--- src/rtl/result_uart_dumper_if.sv ---
// Memory read path and dump control/status bundle for result_uart_dumper.
// The dumper takes the slave side; the controller and memory take the master side.
interface result_uart_dumper_if #(
    parameter int unsigned ADDR_W = 16
);
    logic              start;
    logic [ADDR_W-1:0] base_addr;
    logic [15:0]       word_count;
    logic [ADDR_W-1:0] mem_addr;
    logic [31:0]       mem_q;
    logic              tx;
    logic              busy;
    logic              done;

    modport master (
        output start, base_addr, word_count, mem_q,
        input  mem_addr, tx, busy, done
    );

    modport slave (
        input  start, base_addr, word_count, mem_q,
        output mem_addr, tx, busy, done
    );
endinterface

--- src/rtl/result_uart_dumper.sv ---
// Walks a range of 32-bit shared memory and sends each word as four 8N1 UART
// bytes, lane 0 first, LSB first within each byte.
module result_uart_dumper #(
    parameter int unsigned CLKS_PER_BIT = 434,
    parameter int unsigned ADDR_W       = 16,
    parameter int unsigned RD_LAT       = 1
) (
    input logic                clock,
    input logic                rst,
    result_uart_dumper_if.slave bus
);
    localparam int unsigned BAUD_W = $clog2(CLKS_PER_BIT);

    typedef enum logic [3:0] {
        S_IDLE, S_ADDR, S_WAIT, S_LOAD, S_START, S_DATA, S_STOP, S_NEXT, S_DONE
    } state_t;

    state_t            state, state_nx;
    logic [BAUD_W-1:0] baud_cnt;
    logic [2:0]        bit_idx;
    logic [1:0]        lane;
    logic [1:0]        lat_cnt;
    logic [31:0]       shift_word;
    logic [15:0]       remaining;
    logic [ADDR_W-1:0] addr_q;
    logic              baud_last;
    logic              lat_last;

    assign baud_last = (baud_cnt == BAUD_W'(CLKS_PER_BIT - 1));
    assign lat_last  = (lat_cnt == 2'(RD_LAT - 1));

    always_comb begin
        state_nx = state;
        unique case (state)
            S_IDLE:  if (bus.start) state_nx = (bus.word_count == 16'd0) ? S_DONE : S_ADDR;
            S_ADDR:  state_nx = S_WAIT;
            S_WAIT:  if (lat_last) state_nx = S_LOAD;
            S_LOAD:  state_nx = S_START;
            S_START: if (baud_last) state_nx = S_DATA;
            S_DATA:  if (baud_last && bit_idx == 3'd7) state_nx = S_STOP;
            S_STOP:  if (baud_last) state_nx = (lane == 2'd3) ? S_NEXT : S_START;
            S_NEXT:  state_nx = (remaining == 16'd1) ? S_DONE : S_ADDR;
            S_DONE:  state_nx = S_IDLE;
            default: state_nx = S_IDLE;
        endcase
    end

    always_ff @(posedge clock) begin
        if (rst) begin
            state      <= S_IDLE;
            baud_cnt   <= '0;
            bit_idx    <= '0;
            lane       <= '0;
            lat_cnt    <= '0;
            shift_word <= '0;
            remaining  <= '0;
            addr_q     <= '0;
        end else begin
            state <= state_nx;
            unique case (state)
                S_IDLE: begin
                    // A zero-length dump leaves the address register untouched.
                    if (bus.start && bus.word_count != 16'd0) begin
                        addr_q    <= bus.base_addr;
                        remaining <= bus.word_count;
                    end
                end
                S_WAIT: lat_cnt <= lat_last ? '0 : lat_cnt + 2'd1;
                S_LOAD: begin
                    shift_word <= bus.mem_q;
                    lane       <= '0;
                    bit_idx    <= '0;
                    baud_cnt   <= '0;
                end
                S_START: baud_cnt <= baud_last ? '0 : baud_cnt + BAUD_W'(1);
                S_DATA: begin
                    baud_cnt <= baud_last ? '0 : baud_cnt + BAUD_W'(1);
                    // Shifting the whole word brings the next lane down to bit 0 after 8 bits.
                    if (baud_last) begin
                        shift_word <= shift_word >> 1;
                        bit_idx    <= bit_idx + 3'd1;
                    end
                end
                S_STOP: begin
                    baud_cnt <= baud_last ? '0 : baud_cnt + BAUD_W'(1);
                    if (baud_last) lane <= lane + 2'd1;
                end
                S_NEXT: begin
                    remaining <= remaining - 16'd1;
                    if (remaining != 16'd1) addr_q <= addr_q + ADDR_W'(1);
                end
                default: ;
            endcase
        end
    end

    always_comb begin
        bus.tx = 1'b1;
        unique case (state)
            S_START: bus.tx = 1'b0;
            S_DATA:  bus.tx = shift_word[0];
            default: bus.tx = 1'b1;
        endcase
    end

    assign bus.mem_addr = addr_q;
    assign bus.busy     = (state != S_IDLE) && (state != S_DONE);
    assign bus.done     = (state == S_DONE);
endmodule

--- src/flat_wrapper.sv ---
// flat-port wrapper written by rule: the top's interface ports become plain ports
module result_uart_dumper_flat 
#(
    parameter int unsigned CLKS_PER_BIT = 434,
    parameter int unsigned ADDR_W       = 16,
    parameter int unsigned RD_LAT       = 1
)
  (clock, rst, bus_start, bus_base_addr, bus_word_count, bus_mem_q, bus_mem_addr, bus_tx, bus_busy, bus_done);
  result_uart_dumper_if #(.ADDR_W(ADDR_W)) bus_i ();
  input logic clock;
  input logic rst;
  input wire logic [$bits(bus_i.start)-1:0] bus_start;
  input wire logic [$bits(bus_i.base_addr)-1:0] bus_base_addr;
  input wire logic [$bits(bus_i.word_count)-1:0] bus_word_count;
  input wire logic [$bits(bus_i.mem_q)-1:0] bus_mem_q;
  output wire logic [$bits(bus_i.mem_addr)-1:0] bus_mem_addr;
  output wire logic [$bits(bus_i.tx)-1:0] bus_tx;
  output wire logic [$bits(bus_i.busy)-1:0] bus_busy;
  output wire logic [$bits(bus_i.done)-1:0] bus_done;
  assign bus_i.start = bus_start;
  assign bus_i.base_addr = bus_base_addr;
  assign bus_i.word_count = bus_word_count;
  assign bus_i.mem_q = bus_mem_q;
  assign bus_mem_addr = bus_i.mem_addr;
  assign bus_tx = bus_i.tx;
  assign bus_busy = bus_i.busy;
  assign bus_done = bus_i.done;
  result_uart_dumper #(.CLKS_PER_BIT(CLKS_PER_BIT), .ADDR_W(ADDR_W), .RD_LAT(RD_LAT)) u_core (.clock(clock), .rst(rst), .bus(bus_i));
endmodule
--- config.mk ---
export PLATFORM = sky130hd
export DESIGN_NAME = result_uart_dumper_flat
export DESIGN_NICKNAME = d
export VERILOG_FILES = /design/src/rtl/result_uart_dumper_if.sv /design/src/rtl/result_uart_dumper.sv /design/src/flat_wrapper.sv
export SDC_FILE = /design/constraint.sdc
export NUM_CORES = 1
export LEC_CHECK = 0
export CAP_MARGIN = 30
export CORE_MARGIN = 2
export CORE_UTILIZATION = 40
export CTS_CLUSTER_DIAMETER = 80
export DETAILED_ROUTE_END_ITERATION = 10
export PLACE_DENSITY_LB_ADDON = 0.15
export SLEW_MARGIN = 10
export SYNTH_ARGS = -nofsm -noshare
export SYNTH_HDL_FRONTEND = slang
export SYNTH_SLANG_ARGS = --single-unit
--- constraint.sdc ---
create_clock -name clock -period 1.8 [get_ports clock]
set_input_delay 0.18 -clock clock [delete_from_list [all_inputs] [get_ports clock]]
set_output_delay 0.18 -clock clock [all_outputs]
set_load 0.01 [all_outputs]
==> run metrics, run 1 <==
Setup WS post-layout -0.153 ns; worst path cell trace or4b_4 > or3_4 > nand2b_4 > buf_6 > buf_12 > buf_16 > a211oi_1; PortBufs 85; drt drc 0; Post-DRT Antenna Nets 0; crit path DAT between 2 and 2.5 ns; slew margin rel. 61.4%; power density over cell area approximately 810 mW/mm^2; Worst setup EP type flip-flop; vias in the first global route 4691; kind of critical path reg -> reg; TritonCTS clock tree yes; grt ovf 0; Die ar. around 0.013 mm^2; layout cells sized above 1 about 26%; Setup Viol. Count Final 39; DRT Pass-1 Iters 5; Starting DRT DRC Count around 310; Cell variety after synth 64; initial core utilization 40.8%; Slew @ Worst Pin ~0.58 ns; CTS Hold Bufs 0; nets 769; HP Class in -> reg; WL per Instance roughly 16 um; final number of hold-violating endpoints 0; Crit path max-delay family simple AND/OR/NAND/NOR gates; placed insts 812; Die Y-Extent 112 um; status finished, violations left; Skew-Pair Late Insertion Delay 0.35 ns; IO Pins 86; slowest stage delay, CP 0.55 ns; fraction of registers with async set/reset 0%; area added between synthesis and finish 45.7%; Leak 2.74 nW; synthesized cell area 0.00466 mm^2; Worst Path Required roughly 2.0 ns; TritonCTS Buffers 9; Cell Count, Final, Fillers Out roughly 840; final period utilization 109%; Startpoint Class flip-flop; utilization after layout 59.5%; first-pass GRT wire length ~22 mm; FILL cells 997; clock slew at reported path FFs about 0.070 ns; Tot GR Track Use 21.1%; CP max FO 8; final RePlAce weighted congestion roughly 0.85; Post-DP HPWL 8.88 mm; Post-synth EDFFs 0; htree depth 3; Seq/Total Area, Yosys 36.1%; Max Root-Sink Buffers 2; clock period minus worst slack 1.95 ns; Syn. warnings 0; vias per cell around 5.7; Clock Skews 0.00677 ns; Synth Register Bits 84; Root Driver clkbuf_16; Cells after Synth 543; Max Clk Rate 0.512 GHz; Die W around 110 um; syn_nets between 600 and 700; worst vdd ir 0.000569 V; Critical path buffers and inverters 3; initial antenna violation count 0; pins over their slew limit 0; ANT cells 0; Avg Synthesized Cell Area 8.59 um^2; Row Count 39; total core area 0.0114 mm^2; Clock Sinks 84; pin count of the biggest net entering global routing 33; Top FF cell, synth dfxtp_1; total power 5.50 mW; RSZ-0062 raised after global routing true; drt total wl 13.4 mm; maxcap violations 0; failing checks setup timing; critical path's slowest cell or4b_4; vias 4789
## synthesized netlist by cell type, types with 3 or more instances
cell / instances / share of area, %
buf_2: 10 / 1.1
nor2_2: 10 / 1.3
a41oi_1: 5 / 0.94
a311oi_1: 3 / 0.56
nand3_1: 20 / 2.1
dfxtp_1: 84 / 36
o21ai_0: 15 / 1.6
a221oi_1: 4 / 0.75
buf_4: 3 / 0.48
clkbuf_1: 25 / 2.0
a22oi_1: 7 / 1.1
and4_1: 4 / 0.75
inv_1: 14 / 1.1
o221a_2: 3 / 0.72
a21oi_1: 41 / 4.4
o31a_1: 3 / 0.56
and3_1: 9 / 1.2
a211oi_2: 20 / 5.4
nor4b_1: 3 / 0.56
a31oi_1: 10 / 1.3
or3_1: 4 / 0.54
nand3b_1: 9 / 1.4
nor2_1: 54 / 4.3
nand4b_1: 3 / 0.56
nand2_1: 42 / 3.4
ha_1: 10 / 2.7
a211oi_1: 14 / 2.3
o21a_1: 5 / 0.81
nor4_1: 8 / 1.1
mux2i_1: 32 / 6.9
o32ai_1: 11 / 2.1
nor3_1: 11 / 1.2
nand4_1: 4 / 0.54
nor2b_1: 3 / 0.40
## worst min-delay path, delay by kind of cell
kind	cells	cell delay, ns
buffers and inverters	2	0.34
AND/OR/NAND/NOR	1	0.11
## cell usage in the layout (no fill, tap or decap), drive strengths merged, types with 3 or more instances in the layout
| cell type | instances |
|---|---|
| mux2i | 32 |
| nand4b | 3 |
| o32ai | 11 |
| nor4 | 8 |
| a21oi | 41 |
| a41oi | 5 |
| clkbuf | 11 |
| a311oi | 3 |
| nand4 | 4 |
| and4 | 4 |
| or3 | 5 |
| o31a | 3 |
| nand3 | 20 |
| nor2 | 64 |
| and3 | 9 |
| nor4b | 3 |
| nand2 | 42 |
| inv | 15 |
| nor2b | 3 |
| a22oi | 7 |
| a221oi | 4 |
| ha | 10 |
| a31oi | 10 |
| clkdlybuf4s50 | 81 |
| buf | 96 |
| o21a | 5 |
| nand3b | 9 |
| dfxtp | 84 |
| o221a | 3 |
| a211oi | 34 |
| o21ai | 16 |
| nor3 | 11 |
## logic make-up (layout without fill, tap and decap cells)
logic type | count (synthesis) | in the layout | synth area share (%)
AOI/OAI and AO/OA | 159 | 159 | 25.7
adders and majority gates | 10 | 10 | 2.68
xor gates and xnor gates | 1 | 1 | 0.188
and+or+nand+nor | 200 | 200 | 22.6
muxes | 33 | 33 | 7.11
DFF | 84 | 84 | 36.1
buffers and inverters | 56 | 209 | 5.69
## power by group
part | internal, mW | switching (mW)
registers | 1.99 | 0.126
clock network | 1.25 | 0.803
logic | 0.700 | 0.618
## path summary, 6_finish.rpt
| path | depth (start not counted) | endpoint | from | slack [ns] |
|---|---|---|---|---|
| worst max-delay path | 7 | u_core.shift_word[28]$_SDFFE_PP0P_ | u_core.baud_cnt[2]$_SDFFE_PP0P_ | -0.15 |
| worst max register to register | 7 | u_core.shift_word[28]$_SDFFE_PP0P_ | u_core.baud_cnt[2]$_SDFFE_PP0P_ | -0.15 |
| worst min register to register | 2 | u_core.lat_cnt[0]$_SDFFE_PP0P_ | u_core.lat_cnt[0]$_SDFFE_PP0P_ | 0.46 |
| worst min-delay path | 3 | u_core.lane[1]$_SDFFE_PP0P_ | rst | 0.32 |
## stage by stage
stage,setup WS [ns],instance area (um^2),hold slack (ns),setup TNS [ns]
finish,-0.153,6790,0.317,-3.46
global route,-0.193,6790,0.325,-6.07
CTS,-0.140,6700,0.310,-3.17
detailed placement,-0.400,6130,0.454,-14.95
global placement,-0.331,6130,0.443,-11.68
floorplan,-0.0148,4660,0.330,-0.277
## routing by layer
metal | vias up | global-route usage (%) | share of wire, %
li1 | 2341 | - | -
met1 | 2311 | 27.7 | 47
met2 | 123 | 35.0 | 48
met3 | 14 | 4.74 | 4.1
met4 | 0 | 5.85 | 1.3
met5 | - | 0 | 0
## what timing repair did
item                                    CTS  global route
buffers inserted                          5             3
endpoints found under the setup margin   57            66
gates resized for setup                  27            23
pin swaps                                 6             6
gates cloned                              4             0
## area by class of cell
cell class,instances,area [um^2],share of cell area (%)
multi-input cells,403,2850,42.0
repair buffers,180,1700,25.0
flip-flops and latches,84,1690,24.8
clock buffers,10,239,3.52
well taps,143,179,2.63
clock inverters,5,85.1,1.25
inverters,14,52.6,0.774
## registers in the layout (all words and copies together), names as in the netlist
name	cells
u_core.lane	2
u_core.state	4
u_core.baud_cnt	9
u_core.lat_cnt	2
u_core.bit_idx	3
u_core.bus.mem_addr	16
u_core.remaining	16
u_core.shift_word	32
Note: power is estimated with default switching activity, not from simulation.
==> inputs of run 2 (changes only) <==
Settings changed: DONT_BUFFER_PORTS from default to 1.
==> run 2 against run 1 <==
- sequential power about the same
- worst setup slack improved by 0.061 ns
- routed wire length decreased by 7.3%
- critical path depth decreased by 1
- critical path type unchanged
- global-route usage decreased by 1.4 points
- clock skew increased by 0.0021 ns
- the flow finishes with violations (hold timing, setup timing)
- via count decreased by 12%
- worst hold slack got worse by 0.43 ns
- clock power decreased by 15%
- first-iteration DRC count decreased by 10%
- power decreased by 9.8%
==> run metrics, run 2 (synthesis gave the netlist of run 1 again) <==
slew margin rel. 61.3%; Skew-Pair Late Insertion Delay 0.35 ns; Clock Skews a little under 0.009 ns; power density over cell area 841 mW/mm^2; worst hold stages 1; area added between synthesis and finish 26.5%; Worst R2R Start u_core.baud_cnt[2]$_SDFFE_PP0P_; drt total wl 12.4 mm; Leak 2.35 nW; Row Count 39; kind of critical path reg -> reg; vias per cell 5.73; pin count of the biggest net entering global routing slightly above 80; Setup Viol. Count Final 35; drt drc 0; TritonCTS clock tree yes; Post-DP HPWL 8.16 mm; pins over their slew limit 0; maxcap violations 0; RSZ-0062 raised after global routing true; Worst setup EP type flip-flop; hold_sp rst; Die ar. between 0.01 and 0.015 mm^2; worst vdd ir 0.000450 V; most flop-heavy register u_core.shift_word; final number of hold-violating endpoints 65; worst path cell trace or4b_4 > or3_4 > nand2b_4 > buf_4 > buf_16 > a211oi_1; Min Hold Slack -0.111 ns; failing checks hold timing, setup timing; vias 4237; Tot GR Track Use 19.7%; grt ovf 0; highest-count cells in the layout ignoring fill and taps 79 x dfxtp_1, 68 x buf_4, 51 x nor2_1, 41 x nand2_1, 33 x a21oi_1; max reg flops 32; Max Clk Rate between 0.5 and 0.6 GHz; FF-to-FF path depth 6; nets 669; critical path's slowest cell or4b_4; Die W 112 um; vias in the first global route about 4100; r2r setup slk -0.09 ns; Root Driver clkbuf_16; Slew @ Worst Pin 0.580 ns; Clock Sinks 84; CP max FO 15; IO Pins 86; slowest stage delay, CP 0.55 ns; initial antenna violation count 0; Startpoint Class flip-flop; TritonCTS Buffers 9; htree depth 3; status finished, violations left; total power 4.96 mW; Hold EP u_core.shift_word[14]$_SDFFE_PP0P_; clock slew at reported path FFs 0.07 ns; DRT Pass-1 Iters 4; HP Class in -> reg; Worst Path Required a little over 2 ns; crit path DAT 2.12 ns; first-pass GRT wire length slightly above 20 mm; r2r endpoint u_core.shift_word[26]$_SDFFE_PP0P_; final period utilization 105%; FILL cells ~1100; utilization after layout 51.7%; total core area 0.0114 mm^2; Starting DRT DRC Count 277; layout cells sized above 1 roughly a third; final RePlAce weighted congestion 0.847; WL per Instance 16.8 um; Placement Setup Slack -0.144 ns; ANT cells 0; most common cell after layout, fill and taps aside dfxtp_1; Max Root-Sink Buffers 2; Post-DRT Antenna Nets 0; Die Y-Extent around 110 um; initial core utilization 40.8%; clock period minus worst slack 1.89 ns; Setup WS post-layout -0.0927 ns; PortBufs 0
==> run 2: area by class of cell <==
type | count | area (um^2) | share of cell area, %
Multi-Input combinational cell | 403 | 2970 | 50.4
Sequential cell | 84 | 1690 | 28.6
Timing Repair Buffer | 80 | 731 | 12.4
Clock buffer | 9 | 225 | 3.82
Tap cell | 143 | 179 | 3.03
Inverter | 14 | 52.6 | 0.891
Clock inverter | 7 | 51.3 | 0.870
==> run 2: how the worst max path moves through the flow <==
stage	startpoint	end	slack, ns	cells past startpoint
finish	u_core.baud_cnt[2]$_SDFFE_PP0P_	u_core.shift_word[26]$_SDFFE_PP0P_	-0.09	6
floorplan	u_core.baud_cnt[2]$_SDFFE_PP0P_	u_core.shift_word[14]$_SDFFE_PP0P_	-0.01	7
global route	u_core.baud_cnt[2]$_SDFFE_PP0P_	u_core.shift_word[24]$_SDFFE_PP0P_	-0.15	6
detailed placement	u_core.baud_cnt[2]$_SDFFE_PP0P_	u_core.state[0]$_SDFFE_PP0P_	-0.14	5
CTS	u_core.baud_cnt[2]$_SDFFE_PP0P_	u_core.shift_word[15]$_SDFFE_PP0P_	-0.08	6
global placement	u_core.state[1]$_SDFFE_PP0P_	u_core.bus.mem_addr[5]$_SDFFE_PP0P_	-0.08	5
==> run 2: timing repair <==
| item | CTS | global route |
|---|---|---|
| endpoints found under the hold margin | 75 | 75 |
| pin swaps | 1 | 21 |
| gates cloned | 2 | 2 |
| setup buffers | 2 | 6 |
| resized for setup | 10 | 61 |
| setup endpoints to repair | 44 | 67 |
==> run 2: through the flow <==
stage | setup TNS (ns) | cell area (um^2) | hold WS [ns] | cells
after floorplan | -0.277 | 4660 | 0.330 | 543
after global placement | -1.40 | 5190 | 0.251 | 712
after detailed placement | -2.60 | 5190 | 0.253 | 712
after CTS | -2.02 | 5570 | -0.122 | 732
after global routing | -4.47 | 5900 | -0.124 | 740
final | -2.33 | 5900 | -0.111 | 740
==> run 2: where the power goes <==
| group | internal (mW) | total, mW | switching, mW |
|---|---|---|---|
| Clock | 0.941 | 1.75 | 0.805 |
| Combinational | 0.533 | 1.09 | 0.560 |
| Sequential | 2.00 | 2.12 | 0.123 |
| Total | 3.47 | 4.96 | 1.49 |
==> run 2: layer usage <==
metal	wire, um	GRT usage, %	share of wire, %	up-vias
li1	-	-	-	2141
met1	5890	26.1	48	2007
met2	5800	31.4	47	74
met3	487	3.81	3.9	15
met4	222	8.70	1.8	0
met5	0	0	0	-
==> run 2: worst max-delay path: cells and delay by family (launching register included) <==
kind                   cells  cell delay, ns
AO/OA/AOI/OAI              1            0.07
buffers and inverters      2            0.32
AND/OR/NAND/NOR            3            1.07
flip-flops                 1            0.31
==> inputs of run 3 (changes only) <==
Settings changed: REMOVE_ABC_BUFFERS from default to 1.
==> run 3 against run 2 <==
- the run still ends with hold timing, setup timing left
- routed wire length rose by 2.1%
- sequential cell count did not move
- critical path depth did not move
- maximum frequency fell by 2.4%
- worst hold slack improved by 0.022 ns
- register-to-register slack got worse by 0.05 ns
- critical endpoint is now u_core.shift_word[28]$_SDFFE_PP0P_
==> run metrics, run 3 (synthesis gave the netlist of run 1 again) <==
CP max FO 6; TritonCTS Buffers 9; Max Clk Rate between 0.5 and 0.6 GHz; Worst setup EP type flip-flop; final period utilization 108%; vias per cell 5.89; DRT Pass-1 Iters 5; drt drc 0; ANT cells 0; Post-DP HPWL between 8 and 9 mm; initial antenna violation count 0; TritonCTS clock tree yes; Root Driver clkbuf_16; Min Hold Slack -0.0887 ns; Setup WS post-layout -0.139 ns; initial core utilization 40.8%; layout cells sized above 1 slightly above 30%; final instance area 0.00600 mm^2; Post-DRT Antenna Nets 0; final number of hold-violating endpoints 67; highest-count cells in the layout ignoring fill and taps 78 x dfxtp_1, 76 x buf_4, 50 x nor2_1, 41 x nand2_1, 38 x a21oi_1; crit path DAT roughly 2.2 ns; Worst R2R Start u_core.baud_cnt[2]$_SDFFE_PP0P_; Leak 2.42 nW; clock period minus worst slack around 1.9 ns; final RePlAce weighted congestion 0.829; IO Pins 86; most flop-heavy register u_core.shift_word; Die ar. 0.0125 mm^2; drt total wl 12.7 mm; clock slew at reported path FFs around 0.060 ns; Slew @ Worst Pin between 0.5 and 0.6 ns; Placement Setup Slack -0.173 ns; grt ovf 0; PortBufs 0; Row Count 39; htree depth 3; first-pass GRT wire length ~20 mm; RSZ-0062 raised after global routing true; Setup Viol. Count Final 46; pin count of the biggest net entering global routing between 80 and 90; Die W 112 um; status finished, violations left; FF-to-FF path depth 6; vias in the first global route 4071; slew margin rel. 61.7%; maxcap violations 0; Max Root-Sink Buffers 2; Cell Count, Final, Fillers Out 753; setup TNS -3.40 ns; Clock Sinks 84; HP Class in -> reg; total power 5.22 mW; worst setup path startpoint u_core.baud_cnt[2]$_SDFFE_PP0P_; nets 682; area added between synthesis and finish 28.7%; r2r setup slk -0.14 ns; placed cell area 0.00526 mm^2; kind of critical path reg -> reg; Starting DRT DRC Count 305; utilization after layout between 50% and 60%; Worst Path Required 2.05 ns; power density over cell area 871 mW/mm^2; max reg flops 32; Skew-Pair Late Insertion Delay about 0.34 ns; r2r endpoint u_core.shift_word[28]$_SDFFE_PP0P_; Tot GR Track Use 19.1%; Startpoint Class flip-flop; total core area 0.0114 mm^2; Die Y-Extent 112 um; vias 4434; Clock Skews roughly 0.0074 ns; most common cell after layout, fill and taps aside dfxtp_1; pins over their slew limit 0; WL per Instance 16.8 um; placed insts 722; failing checks hold timing, setup timing; CP endpoint u_core.shift_word[28]$_SDFFE_PP0P_; worst vdd ir 0.000492 V
[run 3: cell count changes in the layout (fill, tap and decap cells not counted), moves of 3 or more]
cell     previous run  this run
o32ai_1             4         9
o21ai_0            11         6
buf_6               4         7
o21ai_1             2         9
a21oi_1            33        38
o32ai_2             7         2
buf_4              68        76
a21oi_2             7         3
[run 3: critical path, stage by stage (launching register included)]
cell	delay, ns
dfxtp_1	0.31
or4b_4	0.53
or3_4	0.41
nand2b_4	0.17
clkbuf_16	0.18
nor2_1	0.05
a211oi_1	0.20
[run 3: how the worst min path moves through the flow]
stage	from	slack, ns	depth (start not counted)	to
2_1_floorplan	rst	0.24	1	u_core.shift_word[10]$_SDFFE_PP0P_
3_3_place_gp	rst	0.27	1	u_core.baud_cnt[1]$_SDFFE_PP0P_
3_5_place_dp	rst	0.27	1	u_core.baud_cnt[1]$_SDFFE_PP0P_
4_1_cts	rst	-0.1	1	u_core.baud_cnt[1]$_SDFFE_PP0P_
5_1_grt	rst	-0.10	1	u_core.baud_cnt[1]$_SDFFE_PP0P_
6_report	rst	-0.09	1	u_core.baud_cnt[1]$_SDFFE_PP0P_
[run 3: where the power goes]
part | switching [mW] | total, mW | internal (mW)
Sequential | 0.122 | 2.12 | 2.00
Combinational | 0.559 | 1.10 | 0.545
Clock | 0.785 | 2.00 | 1.22
Total | 1.47 | 5.22 | 3.76
[run 3: metal layers]
metal | vias up | GRT usage (%) | routed length (um)
met5 | - | 0 | 0
met3 | 19 | 4.08 | 600
met2 | 108 | 30.5 | 6060
met1 | 2134 | 25.5 | 5760
met4 | 0 | 6.83 | 231
li1 | 2173 | - | -
[run 3: repair_timing]
item | CTS | global route
setup buffers | 4 | 4
pin swaps | 6 | 18
setup endpoints to repair | 40 | 75
resized for setup | 16 | 49
hold endpoints to repair | 75 | 74
cloned | 1 | 6
[run 3: area by class of cell]
cell class / count / area (um^2)
clock inverter: 6 / 88.8
inverter: 14 / 52.6
clock buffer: 10 / 229
fill: 1078 / 5420
multi-input combinational: 404 / 2930
timing repair buffer: 92 / 832
sequential: 84 / 1690
tap: 143 / 179
